## config.mk

```make
export PLATFORM = sky130hd
export DESIGN_NAME = arb_mux
export DESIGN_NICKNAME = d
export VERILOG_FILES = /design/src/rtl/mux_pkg.sv /design/src/rtl/rr_pick.sv /design/src/rtl/arb_mux.sv
export SDC_FILE = /design/constraint.sdc
export NUM_CORES = 1
export LEC_CHECK = 0
export CAP_MARGIN = 5
export CORE_ASPECT_RATIO = 1.5
export CORE_UTILIZATION = 36
export DETAILED_ROUTE_END_ITERATION = 10
export PLACE_DENSITY_LB_ADDON = 0.1
export SETUP_SLACK_MARGIN = 0.15
export SLEW_MARGIN = 30
export SYNTH_ARGS = -nofsm -noshare
export SYNTH_HDL_FRONTEND = slang
export SYNTH_SLANG_ARGS = --single-unit
```

## constraint.sdc

```tcl
create_clock -name clk -period 3.58 [get_ports clk]
set_clock_uncertainty 0.05 [all_clocks]
set_input_delay 0.358 -clock clk [delete_from_list [all_inputs] [get_ports clk]]
set_output_delay 0.358 -clock clk [all_outputs]
set_load 0.02 [all_outputs]
```

## src/rtl/mux_pkg.sv

```systemverilog
// Shared arbitration-mode constants for arb_mux and any future mux variants.
package mux_pkg;

    localparam int MODE_FIXED = 0;
    localparam int MODE_RR    = 1;
    localparam int MODE_SEL   = 2;

endpackage

```

## src/rtl/rr_pick.sv

```systemverilog
// Finds the first asserted request at or after a start index, wrapping around.
module rr_pick #(
    parameter  int CHANNELS = 4,
    localparam int SEL_W    = $clog2(CHANNELS)
) (
    input  logic [CHANNELS-1:0] req,
    input  logic [SEL_W-1:0]    start,
    output logic                gnt_vld,
    output logic [SEL_W-1:0]    gnt_idx
);

    // Walk offsets from farthest to nearest so the nearest request wins last.
    always_comb begin
        int k;
        gnt_vld = 1'b0;
        gnt_idx = '0;
        k       = 0;
        for (int i = CHANNELS - 1; i >= 0; i--) begin
            k = int'(start) + i;
            if (k >= CHANNELS) begin
                k = k - CHANNELS;
            end
            if (req[k]) begin
                gnt_vld = 1'b1;
                gnt_idx = SEL_W'(k);
            end
        end
    end

endmodule

```

## src/rtl/arb_mux.sv

```systemverilog
// Registered N-to-1 word multiplexer with valid/ready handshakes and a
// per-instance choice of fixed-priority, round-robin or external selection.
module arb_mux
    import mux_pkg::*;
#(
    parameter  int WIDTH    = 32,
    parameter  int CHANNELS = 4,
    parameter  int MODE     = MODE_RR,
    localparam int SEL_W    = $clog2(CHANNELS)
) (
    input  logic                      clk,
    input  logic                      reset,
    input  logic [CHANNELS-1:0]       in_valid,
    input  logic [CHANNELS*WIDTH-1:0] in_data,
    output logic [CHANNELS-1:0]       in_ready,
    input  logic [SEL_W-1:0]          select,
    output logic                      out_valid,
    output logic [WIDTH-1:0]          out_data,
    output logic [SEL_W-1:0]          out_chan,
    input  logic                      out_ready
);

    logic             load_en;
    logic             grant_vld;
    logic [SEL_W-1:0] grant_idx;
    logic             transfer;

    assign load_en = !out_valid || out_ready;

    generate
        if (MODE == MODE_SEL) begin : g_sel
            // Only the selected channel is eligible; out-of-range selects match nothing.
            always_comb begin
                grant_vld = 1'b0;
                for (int k = 0; k < CHANNELS; k++) begin
                    if (select == SEL_W'(k) && in_valid[k]) begin
                        grant_vld = 1'b1;
                    end
                end
            end
            assign grant_idx = select;
        end else if (MODE == MODE_RR) begin : g_rr
            logic [SEL_W-1:0] ptr;
            logic             unused_sel;

            assign unused_sel = ^select;

            rr_pick #(.CHANNELS(CHANNELS)) u_pick (
                .req     (in_valid),
                .start   (ptr),
                .gnt_vld (grant_vld),
                .gnt_idx (grant_idx)
            );

            // Pointer moves just past the last winner, only when a word is taken.
            always_ff @(posedge clk) begin
                if (reset) begin
                    ptr <= '0;
                end else if (transfer) begin
                    if (int'(grant_idx) == CHANNELS - 1) begin
                        ptr <= '0;
                    end else begin
                        ptr <= grant_idx + 1'b1;
                    end
                end
            end
        end else begin : g_fixed
            logic unused_sel;

            assign unused_sel = ^select;

            rr_pick #(.CHANNELS(CHANNELS)) u_pick (
                .req     (in_valid),
                .start   ('0),
                .gnt_vld (grant_vld),
                .gnt_idx (grant_idx)
            );
        end
    endgenerate

    always_comb begin
        in_ready = '0;
        if (!reset && load_en && grant_vld) begin
            in_ready[grant_idx] = 1'b1;
        end
    end

    assign transfer = |in_ready;

    // Output register: load on transfer, drain to empty when nothing arrives,
    // hold everything under backpressure.
    always_ff @(posedge clk) begin
        if (reset) begin
            out_valid <= 1'b0;
            out_data  <= '0;
            out_chan  <= '0;
        end else if (load_en) begin
            if (transfer) begin
                out_valid <= 1'b1;
                out_data  <= in_data[int'(grant_idx)*WIDTH +: WIDTH];
                out_chan  <= grant_idx;
            end else begin
                out_valid <= 1'b0;
            end
        end
    end

endmodule

```

**Word level (Yosys, flattened, before mapping)**

Cells that the tools add are included.

- Register bits: 37
- Output and inout bits: 39
- Input bits: 137

- Equal/unequal tests: 1
- Shifts and indexed selects: 1
- Reductions and logical operators: 8
- Magnitude comparators: 10
- Mux-type cells: 29
- Add/sub/neg operators: 8

Operators by type and width:

| operator | count |
|---|---|
| $lt 32x4->1 const B | 4 |
| $mux 32 | 4 |
| $shiftx 128x8->32 | 1 |
| $ge 32x4->1 const B | 3 |
| $sub 32x4->32 const B | 3 |
| $mux 1 | 14 |
| $mux 2 | 5 |
| $bmux 1 s2 | 4 |
| $add 2x2->3 const B | 2 |
| $mux 4 | 1 |
| $reduce_or 4->1 | 1 |
| $sub 2x3->4 const B | 1 |
| $add 2x1->3 const B | 1 |
| $ge 2x3->1 const B | 1 |
| $logic_and 1x1->1 | 3 |
| $lt 2x3->1 const B | 1 |
| $add 2x1->2 const B | 1 |
| $demux 1 s2 | 1 |
| $eq 2x1->1 const B | 1 |
| $ge 2x1->1 const B | 1 |
| $logic_not 1->1 | 2 |
| $reduce_and 2->1 | 1 |
| $logic_or 1x1->1 | 1 |

**Longest topological paths before layout**

- Depth in word-level cells: 17
- Depth in mapped cells: 13
- Gate-level depth less buffers: 9

**By module**

Synthesis repeated with hierarchy kept, for this count alone.

- Cells, all modules: 238
- Area, all modules: 2563.7 um2

Modules (own cells, without submodules):

| module | cells an instance | area an instance (um2) | times used |
|---|---|---|---|
| arb_mux | 225 | 2486.1 | 1 |
| rr_pick | 13 | 77.6 | 1 |

**Least setup slack after synthesis**

Ideal clock, no wire load.

- Path type: register to register
- From: reg g_rr.ptr[1]
- To: reg out_data[0]
- Stages on the path, launching flop included: 12
- Arrival: 2.294 ns
- Library setup time: 0.117 ns
- Setup slack: 1.119 ns
- Data required time: 3.413 ns
- Path through: dfxtp_1 > buf_4 > mux2i_1 > nor2_1 > nor3_4 > inv_2 > buf_2 > ha_1 > o31a_1 > buf_4 > buf_4 > a32o_1

- Word-level cells in the longest chain between the ends: 17

RTL lines:

| element | line | RTL |
|---|---|---|
| start: declaration | arb_mux.sv:43 | `logic [SEL_W-1:0] ptr;` |
| start signal: assignment | arb_mux.sv:63 | `ptr <= grant_idx + 1'b1;` |
| $add 2x2->3 | rr_pick.sv:19 | `k = int'(start) + i;` |
| $sub 32x4->32 / $ge 32x4->1 (equally long branches) | rr_pick.sv:21, rr_pick.sv:20 |  |
| $mux 32 | rr_pick.sv:20 | `if (k >= CHANNELS) begin` |
| $bmux 1 s2 | rr_pick.sv:23 | `if (req[k]) begin` |
| $mux 1 (not written as such) (2 in a row) | rr_pick.sv:23 |  |
| $mux 2 (4 in a row) | rr_pick.sv:23 |  |
| $lt 2x3->1 (not written as such) / $ge 2x1->1 (equally long branches) | arb_mux.sv:84 | `in_ready[grant_idx] = 1'b1;` |
| $logic_and 1x1->1 (not written as such) | arb_mux.sv:84 |  |
| $mux 1 (not written as such) | arb_mux.sv:84 |  |
| $demux 1 s2 | arb_mux.sv:84 |  |
| $mux 4 | arb_mux.sv:83 | `if (!reset && load_en && grant_vld) begin` |
| $reduce_or 4->1 | arb_mux.sv:88 | `assign transfer = \|in_ready;` |
| $reduce_and 2->1 (no source line) | - |  |
| end signal: assignment | arb_mux.sv:100 | `out_data <= in_data[int'(grant_idx)*WIDTH +: WIDTH];` |
| end: declaration | arb_mux.sv:18 | `output logic [WIDTH-1:0] out_data,` |

Several ways; a longest one is shown, not always the timed one. The select of a mux whose other input is x is not followed.
A chain may end at the register's enable or synchronous reset.

**Worst setup path in the final report**

- From: in in_valid[0]
- To: out in_ready[0]

- Word-level cells in the longest chain between the ends: 12

RTL lines:

| element | line | RTL |
|---|---|---|
| start: declaration | arb_mux.sv:13 | `input logic [CHANNELS-1:0] in_valid,` |
| $bmux 1 s2 | rr_pick.sv:23 |  |
| $mux 1 (not written as such) (2 in a row) | rr_pick.sv:23 |  |
| $mux 2 (4 in a row) | rr_pick.sv:23 |  |
| $lt 2x3->1 (not written as such) / $ge 2x1->1 (equally long branches) | arb_mux.sv:84 |  |
| $logic_and 1x1->1 (not written as such) | arb_mux.sv:84 |  |
| $mux 1 (not written as such) | arb_mux.sv:84 |  |
| $demux 1 s2 | arb_mux.sv:84 |  |
| $mux 4 (*) | arb_mux.sv:83 |  |
| end: declaration | arb_mux.sv:15 | `output logic [CHANNELS-1:0] in_ready,` |

Mark *: on every way between the ends. The rest lies on a longest branch, timed or not. The select of a mux whose other input is x is not followed.

==> run_results.csv <==
group,metric,value,unit
run_status,status,"finished, final reports clean",
cts,cts_tree,"yes",
pwr,pwr-share-seq,31.1,%
cts,cts_setup_buffers,0,
sta,finalSetupTns,0,ps
routing,first_iter_violations,85,
pwr,p_sw,576,uW
critical_path,crit_path_start_kind,"input pin",
sta,grt_setup_unrepaired,"no",
logic_synthesis,synth_cell_type_count,29,
pwr,p_int,1.10,mW
cts,cts_hold_buf,0,
global_route,grt_max_degree,44,
pwr,ir_worst_vdd,230,uV
critical_path,critPathBufInv,3,
pwr,combPwrFrac,46.2,%
critical_path,critPathMostFrequentCell,"clkdlybuf4s50_1",
finish,drive_above_1_share,5.32,%
critical_path,worst_setup_path_end_kind,"output port",
cts,clock_path_buffers,2,
logic_synthesis,ys_ff_latch,37,
critical_path,cp_cell_sequence,"clkdlybuf4s50_1 > a21oi_1 > o21a_1 > o22ai_4 > buf_4 > and3_1 > clkdlybuf4s50_1",
sta,hold_viol_final,0,
cts,clkTransAtPathRegs,80,ps
logic_synthesis,synth_fp_nets,465,
critical_path,cp.arrival,2620,ps
logic_synthesis,syn_area_per_cell,6.95,sq um
sta,fmax,0.331,GHz
placed_design,gp_congestion,0.762,
critical_path,path_class,"in -> out",
finish,finish.utilization,67.7,%
finish,finalNonFillerCells,563,
routing,vias,2914,
global_route,grt-ovfl-total,0,
sta,tightest_slew,507,ps
routing,totalWireLength,7900,um
global_route,grt_antenna_before_repair,0,
cts,numCtsBuffers,5,
logic_synthesis,synth_area,2270,sq um
pwr,p_per_area,405,nW/um^2
logic_synthesis,yosysWarnings,0,
placed_design,port_buffers,173,
finish,antenna_cells,0,
critical_path,cpMaxStageDelayCell,"clkdlybuf4s50_1",
routing,viasPerCell,5.18,
critical_path,critPathRequiredTime,3170,ps
die,rows,35,
die,fp.dieW,66.9,um
global_route,grt_usage,24.4,%
sta,max_slew_margin,66.1,%
routing,antenna_left,0,
logic_synthesis,synthTopCellsByArea,"dfxtp_1 (33%), nand2_1 (21%), a32o_1 (14%)",
critical_path,slowest_delay,600,ps
cts,clock-sinks,37,
cts,clk_latency,290,ps
critical_path,cp_max_fo,39,
routing,drc_errors,0,
die,io_pins,176,
logic_synthesis,synth_top_area_share,32.6,%
finish,area_growth,82.5,%
routing,wl_per_cell,14.0,um
sta,period_share,84.5,%
die,fp.coreArea,6130,sq um
pwr,p_leak,1.64,nW
finish,nets,626,
critical_path,ff2ff_setup_slack,970,ps
placed_design,dp_hpwl,5770,um
die,start_util,37.1,%
run,cap_viol_max_count,0,
placed_design,dp.cells,555,
finish,final_common_cell,"clkdlybuf4s50_1",
die,dieArea,6640,sq um
cts,post_cts_resized,0,
global_route,grt_pass1_vias,2708,
finish,mostFrequentLayoutCells,"clkdlybuf4s50_1 (173), nand2_1 (130), nand3_1 (64)",
logic_synthesis,synth_area_leader_cell,"dfxtp_1",
worst_hold_path,hold_class,"reg -> reg",
die,die_h,99.3,um
sta,fin_crit,3030,ps
pwr,clock_power_share,22.7,%
cts,h-tree-depth,2,
critical_path,crit_family,"buffers and inverters",
logic_synthesis,netlist_instances,327,
sta,setup_viol,0,
global_route,grt_pass1_wl,12400,um
sta,slew_violations,0,
cts,cts-root-buf,"clkbuf_8",
logic_synthesis,ys_seq_area_share,32.6,%
pwr,switching_share,34.3,%
routing,drt_first_pass_iters,4,
[per-layer routing]
| metal | GRT usage, % | wire [um] | up-vias |
|---|---|---|---|
| met3 | 7.34 | 608 | 8 |
| met5 | 0 | 0 | - |
| li1 | - | - | 1459 |
| met1 | 25.5 | 2950 | 1336 |
| met4 | 6.22 | 102 | 0 |
| met2 | 45.5 | 4230 | 111 |
[per-stage QoR]
step                total power [mW]  area, sq um  setup slack, ps  hold WS [ps]
floorplan                      0.949         2270             1120           373
global placement                1.30         4030              591           396
detailed placement              1.31         4030              483           403
CTS                             1.70         4150              556           424
global route                    1.79         4150              357           436
finish                          1.68         4150              555           418
[state kept, by name, indices dropped and copies added, names as in the netlist]
signal     flops
g_rr.ptr       2
out_data      32
out_chan       2
out_valid      1
[worst paths after layout]
path          startpoint            to  cells after the start
max          in_valid[0]   in_ready[0]                      7
min          out_data[4]   out_data[4]                      1
max reg2reg  g_rr.ptr[1]  out_data[26]                     10
min reg2reg  out_data[4]   out_data[4]                      1
[final cells by class]
cell class,count,area [sq um]
Clock buffer,6,82.6
Clock inverter,2,37.5
Fill cell,576,1980
Inverter,5,18.8
Multi-Input combinational cell,257,1360
Sequential cell,37,741
Tap cell,74,92.6
Timing Repair Buffer,182,1810
[cells by family (layout without fill, tap and decap cells)]
group / after synthesis / in the layout / synth area share [%]
AND/OR/NAND/NOR: 209 / 209 / 39.8
AO/OA/AOI/OAI: 46 / 46 / 18.9
flip-flops: 37 / 37 / 32.6
buffers and inverters: 33 / 195 / 7.71
adder cells (fa/ha/maj): 1 / 1 / 0.551
multiplexers: 1 / 1 / 0.441
[power by group through the flow]
stage	clock network (mW)	registers (mW)	logic [mW]
2_1_floorplan	0	0.612	0.336
3_3_place_gp	0	0.528	0.773
3_5_place_dp	0	0.531	0.781
4_1_cts	0.392	0.522	0.784
5_1_grt	0.412	0.530	0.845
6_report	0.382	0.522	0.776
[cell usage after synthesis]
master      n
a21oi_1     6
inv_1       2
nor3_4      1
buf_6       2
and2_1      1
a211oi_1    2
a21oi_2     1
nor3b_2     1
nor4_1      1
mux2i_1     1
o22ai_4     1
nand3_2     1
nand3_1    64
a31oi_1     1
a32o_1     32
ha_1        1
buf_4       7
a211oi_2    1
and3_1      1
inv_2       3
buf_2       8
nand2b_1    1
clkbuf_1   11
o21a_1      1
nand2_1   130
dfxtp_1    37
o31a_1      1
nor2b_1     1
nor2_1      7
Power figures use the tool's default switching activity.
